`config.mk`:
```
export PLATFORM = sky130hd
export DESIGN_NAME = pll_reset_sequencer
export DESIGN_NICKNAME = d
export VERILOG_FILES = /design/src/rtl/pll_ctrl_pkg.sv /design/src/rtl/pll_reset_sequencer_sync_2ff.sv /design/src/rtl/pll_reset_sequencer.sv
export SDC_FILE = /design/constraint.sdc
export NUM_CORES = 1
export LEC_CHECK = 0
export ABC_CLOCK_PERIOD_IN_PS = 4830
export CAP_MARGIN = 0
export CORE_ASPECT_RATIO = 0.8
export CORE_MARGIN = 2
export CORE_UTILIZATION = 52
export CTS_BUF_LIST = sky130_fd_sc_hd__clkbuf_2 sky130_fd_sc_hd__clkbuf_4 sky130_fd_sc_hd__clkbuf_8
export DETAILED_ROUTE_END_ITERATION = 7
export PLACE_DENSITY_LB_ADDON = 0.25
export SLEW_MARGIN = 20
export SYNTH_ARGS = -nofsm -noshare
export SYNTH_HDL_FRONTEND = slang
export SYNTH_SLANG_ARGS = --single-unit
export TNS_END_PERCENT = 100
```
`constraint.sdc`:
```
create_clock -name REFERENCECLK -period 4.83 [get_ports REFERENCECLK]
set_input_delay 0.966 -clock REFERENCECLK [delete_from_list [all_inputs] [get_ports REFERENCECLK]]
set_output_delay 0.966 -clock REFERENCECLK [all_outputs]
set_load 0.01 [all_outputs]
```
`src/rtl/pll_ctrl_pkg.sv`:
```
// Shared types and constants for the PLL reset sequencer.
// Holds the state encoding, the output decode and the cycle constants.
package pll_ctrl_pkg;

  typedef enum logic [2:0] {
    HOLD_RST  = 3'd0,
    WAIT_LOCK = 3'd1,
    STABLE    = 3'd2,
    RUN       = 3'd3,
    FAILED    = 3'd4
  } state_t;

  localparam int RETRY_W = 4;

  localparam int DEF_RESETB_HOLD  = 16;
  localparam int DEF_LOCK_STABLE  = 64;
  localparam int DEF_LOCK_TIMEOUT = 2048;
  localparam int DEF_MAX_RETRIES  = 3;
  localparam int DEF_CNT_W        = 12;

  localparam int TP_RESETB_HOLD  = 4;
  localparam int TP_LOCK_STABLE  = 8;
  localparam int TP_LOCK_TIMEOUT = 32;
  localparam int TP_MAX_RETRIES  = 3;

  typedef struct packed {
    logic resetb;
    logic sys_reset;
    logic ready;
    logic fail;
  } pll_out_t;

  function automatic pll_out_t decode(input state_t s);
    pll_out_t o;
    o = '{resetb: 1'b0, sys_reset: 1'b1,
          ready: 1'b0, fail: 1'b0};
    case (s)
      WAIT_LOCK,
      STABLE:  o.resetb = 1'b1;
      RUN: begin
        o.resetb    = 1'b1;
        o.sys_reset = 1'b0;
        o.ready     = 1'b1;
      end
      FAILED:  o.fail = 1'b1;
      default: o.resetb = 1'b0;
    endcase
    return o;
  endfunction

endpackage

```
`src/rtl/pll_reset_sequencer_sync_2ff.sv`:
```
// Generic two-flop bit synchronizer.
// Asynchronous active-high clear forces both stages low.
module sync_2ff (
  input  logic clk,
  input  logic clr,
  input  logic d,
  output logic q
);

  logic meta;

  // Two-stage capture of an asynchronous bit.
  always_ff @(posedge clk or posedge clr) begin
    if (clr) begin
      meta <= 1'b0;
      q    <= 1'b0;
    end else begin
      meta <= d;
      q    <= meta;
    end
  end

endmodule

```
`src/rtl/pll_reset_sequencer.sv`:
```
// PLL power-up and lock supervision sequencer.
// Drives PLL RESETB, waits for stable lock, then releases SYS_RESET.
module pll_reset_sequencer
  import pll_ctrl_pkg::*;
#(
  parameter int RESETB_HOLD_CYCLES  = DEF_RESETB_HOLD,
  parameter int LOCK_STABLE_CYCLES  = DEF_LOCK_STABLE,
  parameter int LOCK_TIMEOUT_CYCLES = DEF_LOCK_TIMEOUT,
  parameter int MAX_RETRIES         = DEF_MAX_RETRIES,
  parameter int CNT_W               = DEF_CNT_W
) (
  input  logic               REFERENCECLK,
  input  logic               RESET,
  input  logic               PLL_LOCK,
  input  logic               RESTART,
  output logic               PLL_RESETB,
  output logic               PLL_BYPASS,
  output logic               SYS_RESET,
  output logic               READY,
  output logic               FAIL,
  output logic [RETRY_W-1:0] RETRY_COUNT
);

  // The WAIT_LOCK cycle that sees lock_s high is the first stable
  // cycle, so STABLE itself only has to cover the remaining ones.
  localparam bit ST_DIRECT = (LOCK_STABLE_CYCLES <= 1);

  localparam logic [CNT_W-1:0] HOLD_LD =
    CNT_W'(RESETB_HOLD_CYCLES - 1);
  localparam logic [CNT_W-1:0] TO_LD =
    CNT_W'(LOCK_TIMEOUT_CYCLES - 1);
  localparam logic [CNT_W-1:0] ST_LD =
    ST_DIRECT ? '0 : CNT_W'(LOCK_STABLE_CYCLES - 2);
  localparam logic [RETRY_W-1:0] RETRY_MAX =
    RETRY_W'(MAX_RETRIES);

  state_t             state_q, state_d;
  logic [CNT_W-1:0]   cnt_q, cnt_d;
  logic [RETRY_W-1:0] retry_q, retry_d;
  pll_out_t           out_q;
  logic               lock_s;
  logic               cnt_zero;

  sync_2ff u_lock_sync (
    .clk (REFERENCECLK),
    .clr (RESET),
    .d   (PLL_LOCK),
    .q   (lock_s)
  );

  assign cnt_zero = (cnt_q == '0);

  // State, counter, retry count and decoded outputs.
  always_ff @(posedge REFERENCECLK or posedge RESET) begin
    if (RESET) begin
      state_q <= HOLD_RST;
      cnt_q   <= HOLD_LD;
      retry_q <= '0;
      out_q   <= decode(HOLD_RST);
    end else begin
      state_q <= state_d;
      cnt_q   <= cnt_d;
      retry_q <= retry_d;
      out_q   <= decode(state_d);
    end
  end

  // Next-state, counter reload and retry bookkeeping.
  always_comb begin
    state_d = state_q;
    cnt_d   = cnt_q;
    retry_d = retry_q;
    if (RESTART) begin
      state_d = HOLD_RST;
      cnt_d   = HOLD_LD;
      retry_d = '0;
    end else begin
      unique case (state_q)
        HOLD_RST: begin
          if (cnt_zero) begin
            state_d = WAIT_LOCK;
            cnt_d   = TO_LD;
          end else begin
            cnt_d = cnt_q - CNT_W'(1);
          end
        end
        WAIT_LOCK: begin
          if (lock_s) begin
            if (ST_DIRECT) begin
              state_d = RUN;
              cnt_d   = '0;
              retry_d = '0;
            end else begin
              state_d = STABLE;
              cnt_d   = ST_LD;
            end
          end else if (cnt_zero) begin
            retry_d = retry_q + RETRY_W'(1);
            cnt_d   = HOLD_LD;
            if (retry_d == RETRY_MAX)
              state_d = FAILED;
            else
              state_d = HOLD_RST;
          end else begin
            cnt_d = cnt_q - CNT_W'(1);
          end
        end
        STABLE: begin
          if (!lock_s) begin
            state_d = WAIT_LOCK;
            cnt_d   = TO_LD;
          end else if (cnt_zero) begin
            state_d = RUN;
            cnt_d   = '0;
            retry_d = '0;
          end else begin
            cnt_d = cnt_q - CNT_W'(1);
          end
        end
        RUN: begin
          if (!lock_s) begin
            state_d = HOLD_RST;
            cnt_d   = HOLD_LD;
          end
        end
        FAILED: begin
          state_d = FAILED;
        end
        default: begin
          state_d = HOLD_RST;
          cnt_d   = HOLD_LD;
        end
      endcase
    end
  end

  assign PLL_RESETB  = out_q.resetb;
  assign SYS_RESET   = out_q.sys_reset;
  assign READY       = out_q.ready;
  assign FAIL        = out_q.fail;
  assign PLL_BYPASS  = 1'b0;
  assign RETRY_COUNT = retry_q;

endmodule

```
==> flow_metrics.env, run 1 <==
export IMPL_place_area_sq_mm=0.001787
export IMPL_syn_num_nets=194
export IMPL_routedWlPerCell_um=17.68
export IMPL_grt_max_degree=26
export IMPL_detail_route_antenna_nets=0
export IMPL_pin_count=13
export IMPL_hold_ws_ns=0.3601
export IMPL_cts_sinks=25
export IMPL_gp_congestion=0.8552
export IMPL_io_buffers=11
export IMPL_synth_main_ff_cell="dfrtp_1"
export IMPL_path_clk_slew_ns=0.09
export IMPL_startpoint="RESTART"
export IMPL_worstPathRequired_ns=5.02
export IMPL_post_cts_resized=0
export IMPL_core_sq_mm=0.003085
export IMPL_rr_startpoint="cnt_q[0]"
export IMPL_use_met2=0.3513
export IMPL_worst_setup_path_end_kind="flop"
export IMPL_setup_viol=0
export IMPL_tightest_slew_ns=1.115
export IMPL_finalClockSkew_ns=0.01004
export IMPL_p_leak_nw=0.6751
export IMPL_stdcell_area_sq_mm=0.001836
export IMPL_vdd_drop_max_v=0.0001576
export IMPL_p_per_area_mw_per_mm2=231.1
export IMPL_holdCritStartpoint="u_lock_sync.meta"
export IMPL_firstDrtPassIters=5
export IMPL_yosys_warnings=0
export IMPL_cts_setup_buffers=0
export IMPL_async_flop_share=1.000
export IMPL_cts_hold_fix_buffers=0
export IMPL_crit_type="primary input to flop"
export IMPL_vias_per_cell=6.740
export IMPL_cts_tree="done"
export IMPL_dp_cells=227
export IMPL_finalNonFillerCells=231
export IMPL_layout_min_cycle_time_ns=2.574
export IMPL_max_freq_mhz=388.5
export IMPL_hold_class="flop to flop"
export IMPL_insertion_delay_ns=0.28
export IMPL_tns_ns=0
export IMPL_mostFrequentLayoutCells="dfrtp_1 (20), nor2_1 (17), a21oi_1 (15)"
export IMPL_timing_final_crit_share=0.5329
export IMPL_r2r_cells=6
export IMPL_vias=1557
export IMPL_htree_levels=1
export IMPL_clockBufferDepth=2
export IMPL_grt_pass1_vias=1357
export IMPL_drt_wl_total_um=4084
export IMPL_antenna_found_initial=0
export IMPL_fill_cells=254
export IMPL_initial_core_util=0.5442
export IMPL_grt_pass1_wl_um=6624
export IMPL_dp_hpwl_um=2837
export IMPL_nNetsFinal=200
export IMPL_syn_area_sq_mm=0.001679
export IMPL_critPathLaunchType="primary input"
export IMPL_final_common_cell="dfrtp_1"
export IMPL_syn_area_per_cell_sq_um=9.027
export IMPL_finalHoldViolCount=0
export IMPL_max_slew_margin_rel=0.2471
export IMPL_drcViolationCount=0
export IMPL_drv_cap=0
export IMPL_cts_root_buf="clkbuf_8"
export IMPL_die_y_um=54.83
export IMPL_synth_edff_count=0
export IMPL_ys_types=49
export IMPL_syn_to_final_growth_pct=9.314
export IMPL_row_count=18
export IMPL_syn_inst=186
export IMPL_antenna_diode_count=0
export IMPL_drive_gt1_frac=0.1257
export IMPL_status="finished clean"
export IMPL_gr_usage_met3=0.06790
export IMPL_crit_fanout=15
export IMPL_power_w=0.0004242
export IMPL_whs_path_depth=0
export IMPL_busiest_layer="met1"
export IMPL_grt_total_usage=0.2451
export IMPL_use_met1=0.3595
export IMPL_cts_made_buffers=3
export IMPL_ys_seq_area_frac=0.3763
export IMPL_die_area_sq_mm=0.003702
export IMPL_drv_slew=0
export IMPL_die_w_um=67.53
export IMPL_rsz0062_at_grt="false"
export IMPL_synth_seq_cells=25
export IMPL_drtIter0Drc=170
export IMPL_grt_overflow=0
export IMPL_arrival_ns=2.77
## stage by stage
| step | setup WS, ns | util |
|---|---|---|
| after floorplan | 2.857 | - |
| after global placement | 2.068 | 0.5791 |
| after detailed placement | 2.001 | 0.5791 |
| after CTS | 2.284 | 0.5949 |
| after global routing | 2.159 | 0.5949 |
| final | 2.256 | 0.5949 |
## registers in the layout (all words and copies together) (netlist names)
signal,flops
RETRY_COUNT,4
SYS_RESET,1
FAIL,1
state_q,3
u_lock_sync.meta,1
READY,1
u_lock_sync.q,1
PLL_RESETB,1
cnt_q,12
## final timing paths
| check | endpoint | slack, ns |
|---|---|---|
| worst max-delay path | cnt_q[7] | 2.26 |
| worst min-delay path | u_lock_sync.q | 0.36 |
| worst max register to register | cnt_q[5] | 2.58 |
| worst min register to register | u_lock_sync.q | 0.36 |
| max in group asynchronous | cnt_q[11] | 3.01 |
| min in group asynchronous | cnt_q[9] | 1.21 |
## logic make-up after synthesis
group                      Yosys count  share of synthesized area
muxes                                1                   0.006706
xor gates and xnor gates             6                    0.03130
DFF                                 25                     0.3763
AOI/OAI and AO/OA                   57                     0.2280
and+or+nand+nor                     73                     0.2742
adders and majority gates            4                    0.02981
buffers and inverters               19                    0.05141
other                                1                   0.002233
## metal layers
layer,part of all wire,vias to the layer above
met4,0.012,0
met3,0.11,6
li1,-,706
met5,0,-
met2,0.44,98
met1,0.44,747
## area by class of cell
| class | count | area (sq um) | share of cell area |
|---|---|---|---|
| clock buffers | 4 | 48.80 | 0.02658 |
| well taps | 40 | 50.05 | 0.02727 |
| inverters | 9 | 33.78 | 0.01840 |
| repair buffers | 11 | 110.1 | 0.05999 |
| flip-flops and latches | 25 | 631.9 | 0.3442 |
| multi-input cells | 142 | 960.9 | 0.5235 |
## cells in the mapped netlist, types with 2 or more instances
| cell | count | area, sq um |
|---|---|---|
| a2111oi_0 | 2 | 17.52 |
| a211oi_1 | 3 | 22.52 |
| a21boi_0 | 2 | 15.01 |
| a21o_1 | 3 | 22.52 |
| a21oi_1 | 15 | 75.07 |
| a41oi_1 | 2 | 17.52 |
| and4_2 | 3 | 30.03 |
| buf_4 | 2 | 15.01 |
| clkbuf_1 | 7 | 26.28 |
| dfrtp_1 | 20 | 500.5 |
| dfstp_2 | 5 | 131.4 |
| ha_1 | 4 | 50.05 |
| inv_1 | 9 | 33.78 |
| nand2_1 | 9 | 33.78 |
| nand3_1 | 9 | 45.04 |
| nand3b_1 | 2 | 15.01 |
| nand4_1 | 3 | 18.77 |
| nor2_1 | 17 | 63.81 |
| nor2b_1 | 2 | 12.51 |
| nor3_1 | 3 | 15.01 |
| nor3b_1 | 5 | 37.54 |
| o211ai_1 | 5 | 37.54 |
| o21a_1 | 2 | 15.01 |
| o21ai_0 | 8 | 40.04 |
| o21bai_1 | 2 | 15.01 |
| o221ai_1 | 3 | 26.28 |
| o22ai_1 | 2 | 12.51 |
| o311ai_0 | 3 | 26.28 |
| or3_1 | 4 | 25.02 |
| or3b_2 | 3 | 26.28 |
| or4_1 | 3 | 22.52 |
| or4_2 | 2 | 17.52 |
| xnor2_1 | 6 | 52.55 |
## worst max-delay path, cell delays in order
cell and delay [ns]:
clkdlybuf4s50_1 0.64, or2_2 0.45, nor2_1 0.33, o21ai_0 0.15, o211ai_1 0.23
## report_power, final
part	total (W)	switching, W	internal (W)
Sequential	0.000238	0.0000184	0.000220
Clock	0.000133	0.0000683	0.0000648
Combinational	0.0000530	0.0000314	0.0000216
No activity file was read; power rests on OpenSTA's default activity.
==> inputs of run 2 (changes only) <==
ABC_CLOCK_PERIOD_IN_PS = 2300   (was 4830)
clock period = 2.3 ns   (was 4.83 ns; I/O delays follow)
==> run 2 against run 1 <==
Clock power rose by 95%; largest power group unchanged; hold slack got worse by 0.00087 ns; first-iteration DRC count down 22%; routed wire length fell by 0.78%; die area unchanged; total power grew 110%; final cell count rose by 3.9%; register-to-register slack got worse by 2.4 ns; count of clock-buffer cells in the layout shrank 1; critical endpoint is now cnt_q[4]; flip-flop and latch count is the same; core utilization grew 2.3 points; cell area up 3.8%.
==> flow_metrics.env, run 2 (synthesis results as in run 1) <==
export IMPL_die_w_um=67.53
export IMPL_max_slew_margin_rel=0.5452
export IMPL_vdd_drop_max_v=0.0003576
export IMPL_p_per_area_mw_per_mm2=461.2
export IMPL_stdcell_area_sq_mm=0.001906
export IMPL_crit_fanout=14
export IMPL_grt_overflow=0
export IMPL_gp_congestion=0.9160
export IMPL_place_area_sq_mm=0.001854
export IMPL_preCtsSetupSlack_ns=0.1019
export IMPL_die_area_sq_mm=0.003702
export IMPL_cts_setup_buffers=0
export IMPL_cts_sinks=25
export IMPL_finalNonFillerCells=240
export IMPL_insertion_delay_ns=0.27
export IMPL_nNetsFinal=209
export IMPL_path_cells="inv_1 > ha_1 > nor2b_1 > and4_2 > or4_1 > o211ai_1"
export IMPL_timing_final_ws_setup_ns=0.1800
export IMPL_critPathLaunchType="flop"
export IMPL_drive_gt1_frac=0.1700
export IMPL_cpPeakStageDelay_ns=0.60
export IMPL_dp_cells=236
export IMPL_status="finished clean"
export IMPL_cts_hold_fix_buffers=0
export IMPL_timing_final_crit_share=0.9217
export IMPL_setup_viol=0
export IMPL_syn_to_final_growth_pct=13.49
export IMPL_tightest_slew_ns=0.6715
export IMPL_worstPathRequired_ns=2.49
export IMPL_cts_made_buffers=3
export IMPL_grt_pass1_vias=1350
export IMPL_dp_hpwl_um=2926
export IMPL_crit_buf_inv=1
export IMPL_row_count=18
export IMPL_routedWlPerCell_um=16.88
export IMPL_grt_total_usage=0.2451
export IMPL_hold_class="flop to flop"
export IMPL_drcViolationCount=0
export IMPL_worst_setup_path_end_kind="flop"
export IMPL_tns_ns=0
export IMPL_firstDrtPassIters=5
export IMPL_grt_max_degree=26
export IMPL_core_sq_mm=0.003085
export IMPL_io_buffers=11
export IMPL_detail_route_antenna_nets=0
export IMPL_largest_register_ffs=12
export IMPL_final_common_cell="dfrtp_1"
export IMPL_finalClockSkew_ns=0.002492
export IMPL_cts_tree="done"
export IMPL_htree_levels=1
export IMPL_drtIter0Drc=133
export IMPL_mostFrequentLayoutCells="dfrtp_1 (20), nor2_1 (17), a21oi_1 (14)"
export IMPL_cpMaxStageDelayCell="dfstp_2"
export IMPL_arrival_ns=2.31
export IMPL_drv_cap=0
export IMPL_cts_root_buf="clkbuf_8"
export IMPL_antenna_found_initial=0
export IMPL_p_leak_nw=0.7205
export IMPL_vias=1524
export IMPL_ff2ff_setup_slack_ns=0.18
export IMPL_path_clk_slew_ns=0.09
export IMPL_crit_type="flop to flop"
export IMPL_drv_slew=0
export IMPL_pin_count=13
export IMPL_clockBufferDepth=2
export IMPL_die_y_um=54.83
export IMPL_layout_min_cycle_time_ns=2.120
export IMPL_antenna_diode_count=0
export IMPL_grt_pass1_wl_um=6596
export IMPL_path_delay_family="simple AND/OR/NAND/NOR gates"
export IMPL_finalHoldViolCount=0
export IMPL_rsz0062_at_grt="false"
export IMPL_hold_ws_ns=0.3593
export IMPL_vias_per_cell=6.350
export IMPL_largest_register="cnt_q"
export IMPL_initial_core_util=0.5442
export IMPL_drt_wl_total_um=4052
export IMPL_max_freq_mhz=471.7
==> run 2: cell types whose count changed in the layout (fill, tap and decap cells not counted), sizes merged <==
cell	before	now
buf	0	9
clkbuf	4	3
clkinv	0	1
==> run 2: layout make-up <==
class                   count  area [sq um]
well taps                  40         50.05
inverters                   9         33.78
repair buffers             20         177.7
flip-flops and latches     25         631.9
fillers                   243          1180
multi-input cells         142         965.9
clock buffers               3         41.29
clock inverters             1         5.005
==> run 2: timing repair <==
| item | CTS | global route |
|---|---|---|
| gates resized for setup | 0 | 3 |
| hold endpoints to repair | 0 | 0 |
| endpoints found under the setup margin | 0 | 3 |
==> run 2: path summary, 6_finish.rpt <==
check	endpoint	cells past startpoint	startpoint
setup / recovery	cnt_q[4]	6	cnt_q[0]
min in group asynchronous	state_q[2]	3	RESET
max in group asynchronous	SYS_RESET	3	RESET
setup reg to reg	cnt_q[4]	6	cnt_q[0]
hold reg to reg	u_lock_sync.q	0	u_lock_sync.meta
hold / removal	u_lock_sync.q	0	u_lock_sync.meta
==> run 2: metal layers <==
| layer | part of all wire | GRT usage | vias up |
|---|---|---|---|
| met1 | 0.46 | 0.3628 | 710 |
| met3 | 0.094 | 0.04321 | 6 |
| met4 | 0.015 | 0.08503 | 0 |
| met5 | 0 | 0 | - |
| met2 | 0.43 | 0.3578 | 80 |
| li1 | - | - | 728 |
==> run 2: where the power goes <==
group | switching, W | internal, W
logic | 0.0000721 | 0.0000522
registers | 0.0000332 | 0.000461
clock network | 0.000139 | 0.000121
==> run 2: per-stage QoR <==
| step | total power, W | utilization |
|---|---|---|
| 3_3_place_gp | 0.0006196 | 0.6010 |
| 4_1_cts | 0.0008829 | 0.6160 |
| 6_report | 0.0008788 | 0.6176 |
| 3_5_place_dp | 0.0006233 | 0.6010 |
| 5_1_grt | 0.0009190 | 0.6176 |
| 2_1_floorplan | 0.0005834 | - |
==> inputs of run 3 (changes only) <==
ABC_CLOCK_PERIOD_IN_PS = 2550   (was 2300)
CTS_CLUSTER_SIZE = 16   (was not set)
clock period = 2.55 ns   (was 2.3 ns; I/O delays follow)
==> run 3 against run 2 <==
Flip-flop and latch count unchanged; maximum frequency increased by 1.2%; critical path depth decreased by 2; routed wire length decreased by 5.0%; count of clock-buffer cells in the layout unchanged; clock power decreased by 10%; total power decreased by 11%; worst setup slack improved by 0.27 ns; first-iteration DRC count decreased by 14%; critical path type unchanged; critical endpoint is now RETRY_COUNT[1]; largest cell class unchanged; largest power group unchanged.
==> flow_metrics.env, run 3 (synthesis results as in run 1) <==
export IMPL_status="finished clean"
export IMPL_dp_cells=231
export IMPL_cts_tree="done"
export IMPL_crit_type="flop to flop"
export IMPL_antenna_diode_count=0
export IMPL_timing_final_crit_share=0.8216
export IMPL_tightest_slew_ns=0.9416
export IMPL_largest_register="cnt_q"
export IMPL_initial_core_util=0.5442
export IMPL_fill_cells=233
export IMPL_io_buffers=11
export IMPL_crit_end="RETRY_COUNT[1]"
export IMPL_largest_register_ffs=12
export IMPL_final_common_cell="dfrtp_1"
export IMPL_grt_max_degree=26
export IMPL_tns_ns=0
export IMPL_antenna_found_initial=0
export IMPL_clockBufferDepth=2
export IMPL_firstDrtPassIters=5
export IMPL_vdd_drop_max_v=0.0003621
export IMPL_worst_setup_path_end_kind="flop"
export IMPL_cts_sinks=25
export IMPL_startpoint="state_q[1]"
export IMPL_mostFrequentLayoutCells="dfrtp_1 (20), nor2_1 (17), a21oi_1 (15)"
export IMPL_vias_per_cell=6.498
export IMPL_die_area_sq_mm=0.003702
export IMPL_arrival_ns=2.29
export IMPL_max_freq_mhz=477.3
export IMPL_detail_route_antenna_nets=0
export IMPL_setup_viol=0
export IMPL_nNetsFinal=204
export IMPL_cts_root_buf="clkbuf_8"
export IMPL_drive_gt1_frac=0.1436
export IMPL_ff2ff_setup_slack_ns=0.45
export IMPL_post_cts_resized=0
export IMPL_insertion_delay_ns=0.28
export IMPL_cts_setup_buffers=0
export IMPL_worstPathRequired_ns=2.75
export IMPL_r2r_cells=4
export IMPL_drcViolationCount=0
export IMPL_cts_hold_fix_buffers=0
export IMPL_drtIter0Drc=114
export IMPL_drt_wl_total_um=3850
export IMPL_htree_levels=1
export IMPL_cts_made_buffers=3
export IMPL_vias=1527
export IMPL_cpMaxStageDelayCell="dfrtp_1"
export IMPL_syn_to_final_growth_pct=10.95
export IMPL_rsz0062_at_grt="false"
export IMPL_gp_congestion=0.9093
export IMPL_drv_cap=0
export IMPL_critPathMostFrequentCell="a21oi_1"
export IMPL_finalClockSkew_ns=0.007597
export IMPL_grt_overflow=0
export IMPL_routedWlPerCell_um=16.38
export IMPL_critPathLaunchType="flop"
export IMPL_rr_startpoint="state_q[1]"
export IMPL_core_sq_mm=0.003085
export IMPL_dp_hpwl_um=2834
export IMPL_p_per_area_mw_per_mm2=421.9
export IMPL_worst_r2r_endpoint="RETRY_COUNT[1]"
export IMPL_grt_total_usage=0.2435
export IMPL_layout_min_cycle_time_ns=2.095
export IMPL_hold_class="flop to flop"
export IMPL_grt_pass1_wl_um=6727
export IMPL_grt_pass1_vias=1393
export IMPL_pin_count=13
export IMPL_path_clk_slew_ns=0.08
export IMPL_die_y_um=54.83
export IMPL_finalNonFillerCells=235
export IMPL_path_cells="nor3b_1 > a21oi_1 > or4_1 > a21oi_1"
export IMPL_finalHoldViolCount=0
export IMPL_drv_slew=0
export IMPL_cpPeakStageDelay_ns=0.70
export IMPL_row_count=18
export IMPL_crit_fanout=19
export IMPL_max_slew_margin_rel=0.3643
export IMPL_die_w_um=67.53
export IMPL_p_leak_nw=0.6935
run 3: cell types whose count changed in the layout (fill, tap and decap cells not counted):
cell       change
a2111oi_0      +1
a2111oi_1      -1
a21oi_2        -1
buf_4          -5
o311ai_0       +1
a21oi_1        +1
o311ai_1       -1
run 3: routing by layer:
layer / vias to the layer above / wire length [um] / track usage
li1: 719 / - / -
met2: 73 / 1603 / 0.3513
met1: 727 / 1867 / 0.3625
met3: 8 / 320 / 0.05761
met4: 0 / 59 / 0.06463
met5: - / 0 / 0
run 3: worst min path at each step:
stage	from	end	slack (ns)	depth (start not counted)
6_report	u_lock_sync.meta	u_lock_sync.q	0.36	0
5_1_grt	u_lock_sync.meta	u_lock_sync.q	0.37	0
4_1_cts	u_lock_sync.meta	u_lock_sync.q	0.36	0
3_5_place_dp	u_lock_sync.meta	u_lock_sync.q	0.34	0
3_3_place_gp	u_lock_sync.meta	u_lock_sync.q	0.35	0
2_1_floorplan	u_lock_sync.meta	u_lock_sync.q	0.33	0
run 3: per-stage QoR:
step	instance area (sq um)	total power, W	util	hold slack, ns	setup slack, ns
after floorplan	1679	0.0005262	-	0.3312	0.5771
after global placement	1817	0.0005527	0.5888	0.3455	0.4594
after detailed placement	1817	0.0005579	0.5888	0.3442	0.3783
after CTS	1863	0.0007924	0.6038	0.3631	0.4665
after global routing	1863	0.0008293	0.6038	0.3680	0.3009
final	1863	0.0007860	0.6038	0.3603	0.4549
run 3: cell type report:
class | instances | area, sq um | area share
inverter | 9 | 33.78 | 0.01813
multi-input combinational | 142 | 960.9 | 0.5158
timing repair buffer | 15 | 140.1 | 0.07522
clock inverter | 1 | 5.005 | 0.002686
tap | 40 | 50.05 | 0.02686
clock buffer | 3 | 41.29 | 0.02216
sequential | 25 | 631.9 | 0.3392
run 3: power breakdown:
part | total [W] | switching [W] | internal (W)
clock | 0.000234 | 0.000125 | 0.000110
sequential | 0.000447 | 0.0000304 | 0.000416
combinational | 0.000105 | 0.0000607 | 0.0000442
total | 0.000786 | 0.000216 | 0.000570
run 3: worst max-delay path: cells and delay by family, from the launching register on:
family,cells,cell delay [ns]
AO/OA/AOI/OAI,2,0.38
flip-flops,1,0.70
AND/OR/NAND/NOR,2,0.94
